File: config.mk
export PLATFORM = sky130hd
export DESIGN_NAME = usb_ctl_xfer_ctrl
export DESIGN_NICKNAME = d
export VERILOG_FILES = /design/src/rtl/usb_ctl_xfer_ctrl.sv
export SDC_FILE = /design/constraint.sdc
export NUM_CORES = 1
export LEC_CHECK = 0
export CORE_UTILIZATION = 35
export CTS_CLUSTER_DIAMETER = 200
export CTS_CLUSTER_SIZE = 14
export DETAILED_ROUTE_END_ITERATION = 10
export GPL_ROUTABILITY_DRIVEN = 0
export GPL_TIMING_DRIVEN = 0
export PLACE_DENSITY = 0.52
export RECOVER_POWER = 25
export SETUP_SLACK_MARGIN = 0.5
export SYNTH_ARGS = -nofsm -noshare
export SYNTH_HDL_FRONTEND = slang
export SYNTH_SLANG_ARGS = --single-unit
export TNS_END_PERCENT = 20
File: constraint.sdc
create_clock -name clk -period 7.9 [get_ports clk]
set_input_delay 0.79 -clock clk [delete_from_list [all_inputs] [get_ports clk]]
set_output_delay 0.79 -clock clk [all_outputs]
set_load 0.05 [all_outputs]
File: src/rtl/usb_ctl_xfer_ctrl.sv
// usb_ctl_xfer_ctrl: EP0 control-transfer engine, device side.
// Define USB_CTL_STALL_EN to STALL rejected requests (else NAK).
module usb_ctl_xfer_ctrl #(
  parameter int MAX_PACKET_SIZE = 64
) (
  input  logic        clk,
  input  logic        rst,
  input  logic        trn_setup,
  input  logic        trn_in,
  input  logic        trn_out,
  input  logic [3:0]  trn_endpoint,
  input  logic [7:0]  rx_tdata,
  input  logic        rx_tvalid,
  input  logic        rx_tlast,
  input  logic        rx_crc_ok,
  input  logic        host_ack,
  output logic [7:0]  tx_tdata,
  output logic        tx_tvalid,
  output logic        tx_tlast,
  output logic        tx_zlp,
  input  logic        tx_tready,
  output logic        tx_data1,
  output logic        hsk_valid,
  output logic [1:0]  hsk_type,
  output logic [3:0]  ctl_xfer_endpoint,
  output logic [7:0]  ctl_xfer_type,
  output logic [7:0]  ctl_xfer_request,
  output logic [15:0] ctl_xfer_value,
  output logic [15:0] ctl_xfer_index,
  output logic [15:0] ctl_xfer_length,
  output logic        ctl_xfer,
  input  logic        ctl_xfer_accept,
  input  logic        ctl_xfer_done,
  output logic [7:0]  ctl_xfer_data_out,
  output logic        ctl_xfer_data_out_valid,
  input  logic [7:0]  ctl_xfer_data_in,
  input  logic        ctl_xfer_data_in_valid,
  input  logic        ctl_xfer_data_in_last,
  output logic        ctl_xfer_data_in_ready
);
  localparam int CW = $clog2(MAX_PACKET_SIZE) + 1;
  localparam int AW = CW - 1;
  localparam logic [CW-1:0] MPS = CW'(MAX_PACKET_SIZE);
  localparam logic [CW-1:0] ONE = CW'(1);
  localparam logic [1:0] H_ACK = 2'b00;
  localparam logic [1:0] H_NAK = 2'b01;
`ifdef USB_CTL_STALL_EN
  localparam logic [1:0] H_REJ = 2'b10;
`else
  localparam logic [1:0] H_REJ = 2'b01;
`endif

  typedef enum logic [3:0] {
    IDLE, SETUP_RX, DECODE, IN_FILL, IN_SEND,
    IN_WAIT, OUT_RX, STATUS_IN, STATUS_OUT, STALL
  } state_t;

  state_t        r_state;
  logic [7:0]    r_buf [MAX_PACKET_SIZE];
  logic [CW-1:0] r_cnt, r_idx;
  logic [15:0]   r_rem, r_pcnt;
  logic [3:0]    r_scnt, r_ep;
  logic          r_last, r_txact, r_zlp, r_tog;
  logic          r_dwait, r_sent, r_ctl;
  logic          r_hsk_v, r_dout_v;
  logic [1:0]    r_hsk_t;
  logic [7:0]    r_dout, r_type, r_req;
  logic [15:0]   r_val, r_windex, r_len;

  logic          w_ep0, w_setup, w_in, w_out;
  logic          w_fill_rdy, w_fin, w_tx_last, w_wr;
  logic [15:0]   w_rx_n;

  assign w_ep0      = (trn_endpoint == 4'd0);
  assign w_setup    = trn_setup && w_ep0;
  assign w_in       = trn_in && w_ep0;
  assign w_out      = trn_out && w_ep0;
  assign w_fill_rdy = (r_state == IN_FILL) && (r_cnt < MPS)
                   && (r_rem != 16'd0) && !r_last;
  assign w_wr       = w_fill_rdy && ctl_xfer_data_in_valid;
  assign w_fin      = (r_rem == 16'd0) || (r_last && r_cnt != MPS);
  assign w_tx_last  = r_zlp || (r_idx == r_cnt - ONE);
  assign w_rx_n     = r_pcnt + {15'd0, rx_tvalid};

  assign tx_tvalid  = r_txact;
  assign tx_tlast   = r_txact && w_tx_last;
  assign tx_zlp     = r_txact && r_zlp;
  assign tx_tdata   = (r_txact && !r_zlp)
                    ? r_buf[r_idx[AW-1:0]] : 8'd0;
  assign tx_data1   = r_tog;
  assign hsk_valid  = r_hsk_v;
  assign hsk_type   = r_hsk_t;
  assign ctl_xfer   = r_ctl;
  assign ctl_xfer_endpoint       = r_ep;
  assign ctl_xfer_type           = r_type;
  assign ctl_xfer_request        = r_req;
  assign ctl_xfer_value          = r_val;
  assign ctl_xfer_index          = r_windex;
  assign ctl_xfer_length         = r_len;
  assign ctl_xfer_data_out       = r_dout;
  assign ctl_xfer_data_out_valid = r_dout_v;
  assign ctl_xfer_data_in_ready  = w_fill_rdy;

  // IN packet buffer; contents only reach tx_tdata while sending
  always_ff @(posedge clk) begin
    if (w_wr) r_buf[r_cnt[AW-1:0]] <= ctl_xfer_data_in;
  end

  // control-transfer sequencer with registered handshake/data outputs
  always_ff @(posedge clk) begin
    if (rst) begin
      r_state <= IDLE;   r_cnt <= '0;     r_idx <= '0;
      r_rem <= 16'd0;    r_pcnt <= 16'd0; r_scnt <= 4'd0;
      r_ep <= 4'd0;      r_last <= 1'b0;  r_txact <= 1'b0;
      r_zlp <= 1'b0;     r_tog <= 1'b0;   r_dwait <= 1'b0;
      r_sent <= 1'b0;    r_ctl <= 1'b0;   r_hsk_v <= 1'b0;
      r_hsk_t <= 2'b00;  r_dout <= 8'd0;  r_dout_v <= 1'b0;
      r_type <= 8'd0;    r_req <= 8'd0;   r_val <= 16'd0;
      r_windex <= 16'd0; r_len <= 16'd0;
    end else begin
      r_hsk_v  <= 1'b0;
      r_dout_v <= 1'b0;
      if (w_setup) begin
        r_state <= SETUP_RX;
        r_ctl   <= 1'b0;
        r_txact <= 1'b0;
        r_scnt  <= 4'd0;
        r_pcnt  <= 16'd0;
        r_ep    <= trn_endpoint;
      end else begin
        case (r_state)
          SETUP_RX: begin
            if (rx_tvalid) begin
              case (r_scnt)
                4'd0: r_type          <= rx_tdata;
                4'd1: r_req           <= rx_tdata;
                4'd2: r_val[7:0]      <= rx_tdata;
                4'd3: r_val[15:8]     <= rx_tdata;
                4'd4: r_windex[7:0]   <= rx_tdata;
                4'd5: r_windex[15:8]  <= rx_tdata;
                4'd6: r_len[7:0]      <= rx_tdata;
                4'd7: r_len[15:8]     <= rx_tdata;
                default: ;
              endcase
              if (r_scnt != 4'd15) r_scnt <= r_scnt + 4'd1;
            end
            if (rx_tlast) begin
              if (rx_crc_ok &&
                  (r_scnt + {3'd0, rx_tvalid}) == 4'd8) begin
                r_hsk_v <= 1'b1;
                r_hsk_t <= H_ACK;
                r_tog   <= 1'b1;
                r_ctl   <= 1'b1;
                r_dwait <= 1'b0;
                r_state <= DECODE;
              end else begin
                r_state <= IDLE;
              end
            end
          end
          DECODE: begin
            r_dwait <= 1'b1;
            if (r_dwait) begin
              r_rem  <= r_len;
              r_cnt  <= '0;
              r_last <= 1'b0;
              r_sent <= 1'b0;
              if (!ctl_xfer_accept)     r_state <= STALL;
              else if (r_len == 16'd0)  r_state <= STATUS_IN;
              else if (r_type[7])       r_state <= IN_FILL;
              else                      r_state <= OUT_RX;
            end
          end
          IN_FILL: begin
            if (w_in) begin
              r_hsk_v <= 1'b1;
              r_hsk_t <= H_NAK;
            end
            if (w_wr) begin
              r_cnt <= r_cnt + ONE;
              r_rem <= r_rem - 16'd1;
              if (ctl_xfer_data_in_last) r_last <= 1'b1;
            end else if (!w_fill_rdy) begin
              r_txact <= 1'b0;
              r_state <= IN_SEND;
            end
          end
          IN_SEND: begin
            if (!r_txact) begin
              if (w_in) begin
                r_txact <= 1'b1;
                r_idx   <= '0;
                r_zlp   <= (r_cnt == '0);
              end
            end else if (tx_tready) begin
              if (w_tx_last) begin
                r_txact <= 1'b0;
                r_state <= IN_WAIT;
              end else begin
                r_idx <= r_idx + ONE;
              end
            end
          end
          IN_WAIT: begin
            if (host_ack) begin
              r_tog <= ~r_tog;
              if (w_fin) begin
                r_state <= STATUS_OUT;
              end else begin
                r_cnt   <= '0;
                r_state <= IN_FILL;
              end
            end else if (w_in) begin
              r_txact <= 1'b1;
              r_idx   <= '0;
              r_state <= IN_SEND;
            end else if (w_out) begin
              r_state <= STATUS_OUT;
            end
          end
          OUT_RX: begin
            if (rx_tvalid) begin
              r_dout   <= rx_tdata;
              r_dout_v <= 1'b1;
            end
            if (rx_tlast) begin
              r_pcnt <= 16'd0;
              if (rx_crc_ok) begin
                r_hsk_v <= 1'b1;
                r_hsk_t <= H_ACK;
                r_tog   <= ~r_tog;
                if (w_rx_n >= r_rem) begin
                  r_sent  <= 1'b0;
                  r_state <= STATUS_IN;
                end else begin
                  r_rem <= r_rem - w_rx_n;
                end
              end
            end else if (rx_tvalid) begin
              r_pcnt <= r_pcnt + 16'd1;
            end
          end
          STATUS_IN: begin
            if (r_txact) begin
              if (tx_tready) begin
                r_txact <= 1'b0;
                r_sent  <= 1'b1;
              end
            end else if (w_in) begin
              if (!r_type[7] && !ctl_xfer_done) begin
                r_hsk_v <= 1'b1;
                r_hsk_t <= H_NAK;
              end else begin
                r_txact <= 1'b1;
                r_zlp   <= 1'b1;
                r_tog   <= 1'b1;
                r_idx   <= '0;
              end
            end else if (host_ack && r_sent) begin
              r_ctl   <= 1'b0;
              r_state <= IDLE;
            end
          end
          STATUS_OUT: begin
            if (rx_tlast) begin
              r_pcnt <= 16'd0;
              if (rx_crc_ok && w_rx_n == 16'd0) begin
                r_hsk_v <= 1'b1;
                r_hsk_t <= H_ACK;
                r_ctl   <= 1'b0;
                r_state <= IDLE;
              end
            end else if (rx_tvalid) begin
              r_pcnt <= r_pcnt + 16'd1;
            end
          end
          STALL: begin
            if (w_in || w_out) begin
              r_hsk_v <= 1'b1;
              r_hsk_t <= H_REJ;
            end
          end
          default: r_state <= IDLE;
        endcase
      end
    end
  end
endmodule

==> results by stage <==
STA:
- The minimum setup slack in the final design is 1.95 ns.
- Headroom to the max-slew limit came out at -57.1%.
- The number of slew-limit violations in the final report is 244.
- Setup repair after global routing left no endpoint under its margin.
- The worst hold slack across all endpoints is 0.455 ns.
- For the final routed database, the setup TNS stands at 0 ns.
- The clock arrives with 0.0234 ns of skew.
- The pin slew with the least headroom to its limit is 2.36 ns.
- The post-route minimum period is 5.95 ns.
- The final cycle utilization of the critical path is 75.3%.
- The number of hold violations in the final report was 0.
- The highest clock rate is 168 MHz.
- Setup violations remaining at the end of the flow were counted as 0.

Min path:
- For hold timing, the worst endpoint is ctl_xfer_value[3]$_SDFFE_PP0P_.
- The startpoint of the most critical hold path is ctl_xfer_value[3]$_SDFFE_PP0P_.
- The path class of the tightest hold or removal check is flop to flop.
- The worst hold path passes through 2 cells.

Pwr:
- The standby leakage power is 9.55 nW.
- The power per cell area is 244 nW/um^2.
- The maximum ir drop on the vdd rail is 0.196 mV.
- Total power for the finished layout comes to 7.78 mW.

Drt:
- In the final routed layout, each cell accounts on average for 24.2 um.
- The first detailed-routing pass took 5 iterations.
- The detailed router placed 17.2k vias in this run.
- The antenna violation net count after detailed routing is 0.
- The final layout contains routed wiring with a total length of 76100 um.
- The post-detailed-route DRC marker count is 0.
- For this block, the initial DRC count from the detailed router was 1329.
- The via-per-instance ratio is 5.47.

Job:
- Max-cap violations in this run came to 6.

Run status:
- The run finished, with violations left.
- The checks that failed: capacitance limit, slew limit.

Synthesis:
- Synthesis produced a netlist whose cell count is 1890.
- Summing every instance area after synthesis gives 27900 sq um.
- The number of synthesized register bits is 658.
- For this run, the register share of the synthesized area comes to 65.5%.
- The synthesized design spends more area on one cell type than any other, namely sky130_fd_sc_hd__edfxtp_1.
- In the synthesized netlist the dominant register cell turns out to be sky130_fd_sc_hd__edfxtp_1.
- The synthesized area per cell is 14.8 sq um.
- Ranked by total cell area, the synthesized netlist is headed by sky130_fd_sc_hd__edfxtp_1, sky130_fd_sc_hd__mux4_2, sky130_fd_sc_hd__dfxtp_1.
- In this run, synthesis inferred 512 flip-flops with an integrated enable.
- When the netlist entered floorplanning its net count stood at 1954.
- After synthesis, the netlist uses 74 different library cells.
- The top cell type by area accounts for 55.1% of the synthesized area.
- The share of flip-flops with an asynchronous set or reset after synthesis is 0%.
- Yosys printed 0 warnings.

Placement:
- At the placement stage, the worst setup path has a slack of 2.46 ns.
- After legalization and detailed placement, the total HPWL measured 53100 um.
- In this run the tool buffered the top-level ports with 117 buffer cells.
- The placed instances occupy a cell area of 30500 sq um.

GRT:
- The first global-routing pass estimated 114000 um of wire.
- The overall global routing resource usage is 18.8%.
- The via count of the first global-routing pass is 17.5k.
- The initial antenna violation count is 4.
- The maximum number of pins on one net before global-route repair is 53.
- The total grt overflow is 0.

Setup path:
- The type of element capturing the critical path is an output pin.
- The critical path start-end classification is flop to output pin.
- Grouping stages by cell kind, the critical path spends the most delay in buffers and inverters.
- The startpoint identified for the worst register-to-register timing path is r_pcnt[0]$_SDFFE_PP0P_.
- The cell with the biggest individual delay on the critical path is sky130_fd_sc_hd__buf_1.
- The signal on the critical path passes through clkbuf_1 -> buf_1 -> mux4_2 -> mux4_2 -> mux4_2 -> nor2b_1 -> clkdlybuf4s50_1.
- The required arrival time at the worst endpoint is 7.11 ns.
- The worst register-to-register path has a depth of 13.
- For this run, the slowest stage of the critical path takes 0.79 ns.
- The worst register-to-register path ends at r_rem[11]$_SDFFE_PP0P_.
- In this run the worst path has a maximum fanout of 10.
- The number of buffers and inverters on the critical path is 3.
- By instance count, the cell type seen most on the critical path is sky130_fd_sc_hd__mux4_2.
- Data arrives at the worst endpoint at 5.16 ns.
- The worst setup path is launched from a flop.
- The critical path runs through a total of 7 cells.
- The worst register-to-register path has a setup slack of 3.82 ns.

Final layout:
- The layout cell share with drive strength beyond 1 is 12.3%.
- The top cell types in the final layout, fill and taps aside, are sky130_fd_sc_hd__edfxtp_1, sky130_fd_sc_hd__mux4_2, sky130_fd_sc_hd__nand2_1, sky130_fd_sc_hd__nor2_1, sky130_fd_sc_hd__dfxtp_1.
- The total non-filler cell area in the finished layout is 31900 sq um.
- The count of nets after finishing is 2133.
- The most common cell after layout, fill and taps aside is sky130_fd_sc_hd__edfxtp_1.
- The number of antenna diodes in the final layout is 0.
- The area added between synthesis and finish is 14.4%.

Clock tree:
- The later-pin clock latency in the skew report is 0.64 ns.
- Clock-pin slew was measured on the worst setup and hold paths at 0.07 ns.
- Clock tree synthesis inserted a total of 52 buffers.
- The H-tree was split into 2 levels.
- The clock passes through at most 3 buffers.
- The tree is rooted in a sky130_fd_sc_hd__clkbuf_16.
- The number of buffers inserted by post-CTS setup repair is 0.
- The clock drives 658 sinks.
- The number of hold buffers added after CTS was 0.
- The TritonCTS clock tree is done.
- Gates resized during post-CTS repair numbered 0.

Floorplan:
- The initial utilization of the core area, before any placement, comes to 35.3%.
- The floorplan has 103 rows.
- In this run the count of I/O pins placed on the die edge is 128.
- The core footprint is 79000 sq um.
- The die covers 80900 sq um.
- The horizontal extent of the die is 284 um.
- The die is 284 um tall.
[power breakdown]
group	switching, mW	internal [mW]	total (mW)
Clock	1.22	1.22	2.44
Sequential	0.0679	3.77	3.84
Combinational	0.914	0.583	1.50
[stage by stage]
step	util (%)	std cells
after floorplan	-	1890
after global placement	38.5	3057
after detailed placement	38.7	3065
after CTS	40.5	3144
after global routing	40.4	3144
final	40.4	3144
[registers in the layout (all words and copies together) (netlist names), 4 cells and up, named ones only]
name               count
ctl_xfer_data_out      8
ctl_xfer_endpoint      4
ctl_xfer_index        16
ctl_xfer_length       16
ctl_xfer_request       8
ctl_xfer_type          8
ctl_xfer_value        16
r_buf                512
r_cnt                  7
r_idx                  7
r_pcnt                16
r_rem                 16
r_scnt                 4
r_state                4
[cell type report]
type	instances	area, sq um
buffer	118	460
multi-input combinational	1083	9050
sequential	658	18300
fill	7241	47100
inverter	31	116
timing repair buffer	125	1240
tap	1050	1310
clock inverter	3	58.8
clock buffer	76	1390
[worst reg2reg max path: cells and delay by family, from the launching register on]
kind | cells | cell delay (ns)
AOI/OAI and AO/OA | 4 | 0.86
buffers and inverters | 1 | 0.47
adders and majority gates | 2 | 0.59
and+or+nand+nor | 6 | 1.70
DFF | 1 | 0.39
[synth_stat cells, types with 20 or more instances]
master                       n
sky130_fd_sc_hd__edfxtp_1  512
sky130_fd_sc_hd__mux4_2    168
sky130_fd_sc_hd__nand2_1   156
sky130_fd_sc_hd__nor2_1    153
sky130_fd_sc_hd__dfxtp_1   146
sky130_fd_sc_hd__a21oi_1   111
sky130_fd_sc_hd__nand3_1    89
sky130_fd_sc_hd__clkbuf_1   88
sky130_fd_sc_hd__xnor2_1    42
sky130_fd_sc_hd__o21ai_0    38
sky130_fd_sc_hd__inv_1      31
sky130_fd_sc_hd__ha_1       29
sky130_fd_sc_hd__nor3_1     27
sky130_fd_sc_hd__a31oi_1    25
sky130_fd_sc_hd__buf_1      20
[how the worst max path moves through the flow]
stage               from           to  slack (ns)
detailed placement  flop  tx_tdata[5]        2.46
global route        flop  tx_tdata[7]        1.63
global placement    flop  tx_tdata[5]        2.42
floorplan           flop  tx_tdata[0]        3.99
CTS                 flop  tx_tdata[5]        1.77
finish              flop  tx_tdata[6]        1.95
[cell families (layout without fill, tap and decap cells)]
family / Yosys count / count (layout) / synth area share (%)
DFF: 658 / 658 / 65.5
and+or+nand+nor: 547 / 547 / 9.25
AOI/OAI and AO/OA: 270 / 270 / 6.07
muxes: 175 / 175 / 13.8
buffers and inverters: 149 / 353 / 2.07
xor gates and xnor gates: 60 / 60 / 1.88
adders and majority gates: 30 / 30 / 1.37
other: 1 / 1 / 0.0134
[per-layer routing]
metal | share of wire (%) | global-route usage [%]
met1 | 44 | 25.6
met4 | 1.8 | 4.01
met3 | 6.8 | 3.91
met2 | 48 | 31.0
met5 | 0.066 | 0
Power figures use the tool's default switching activity.
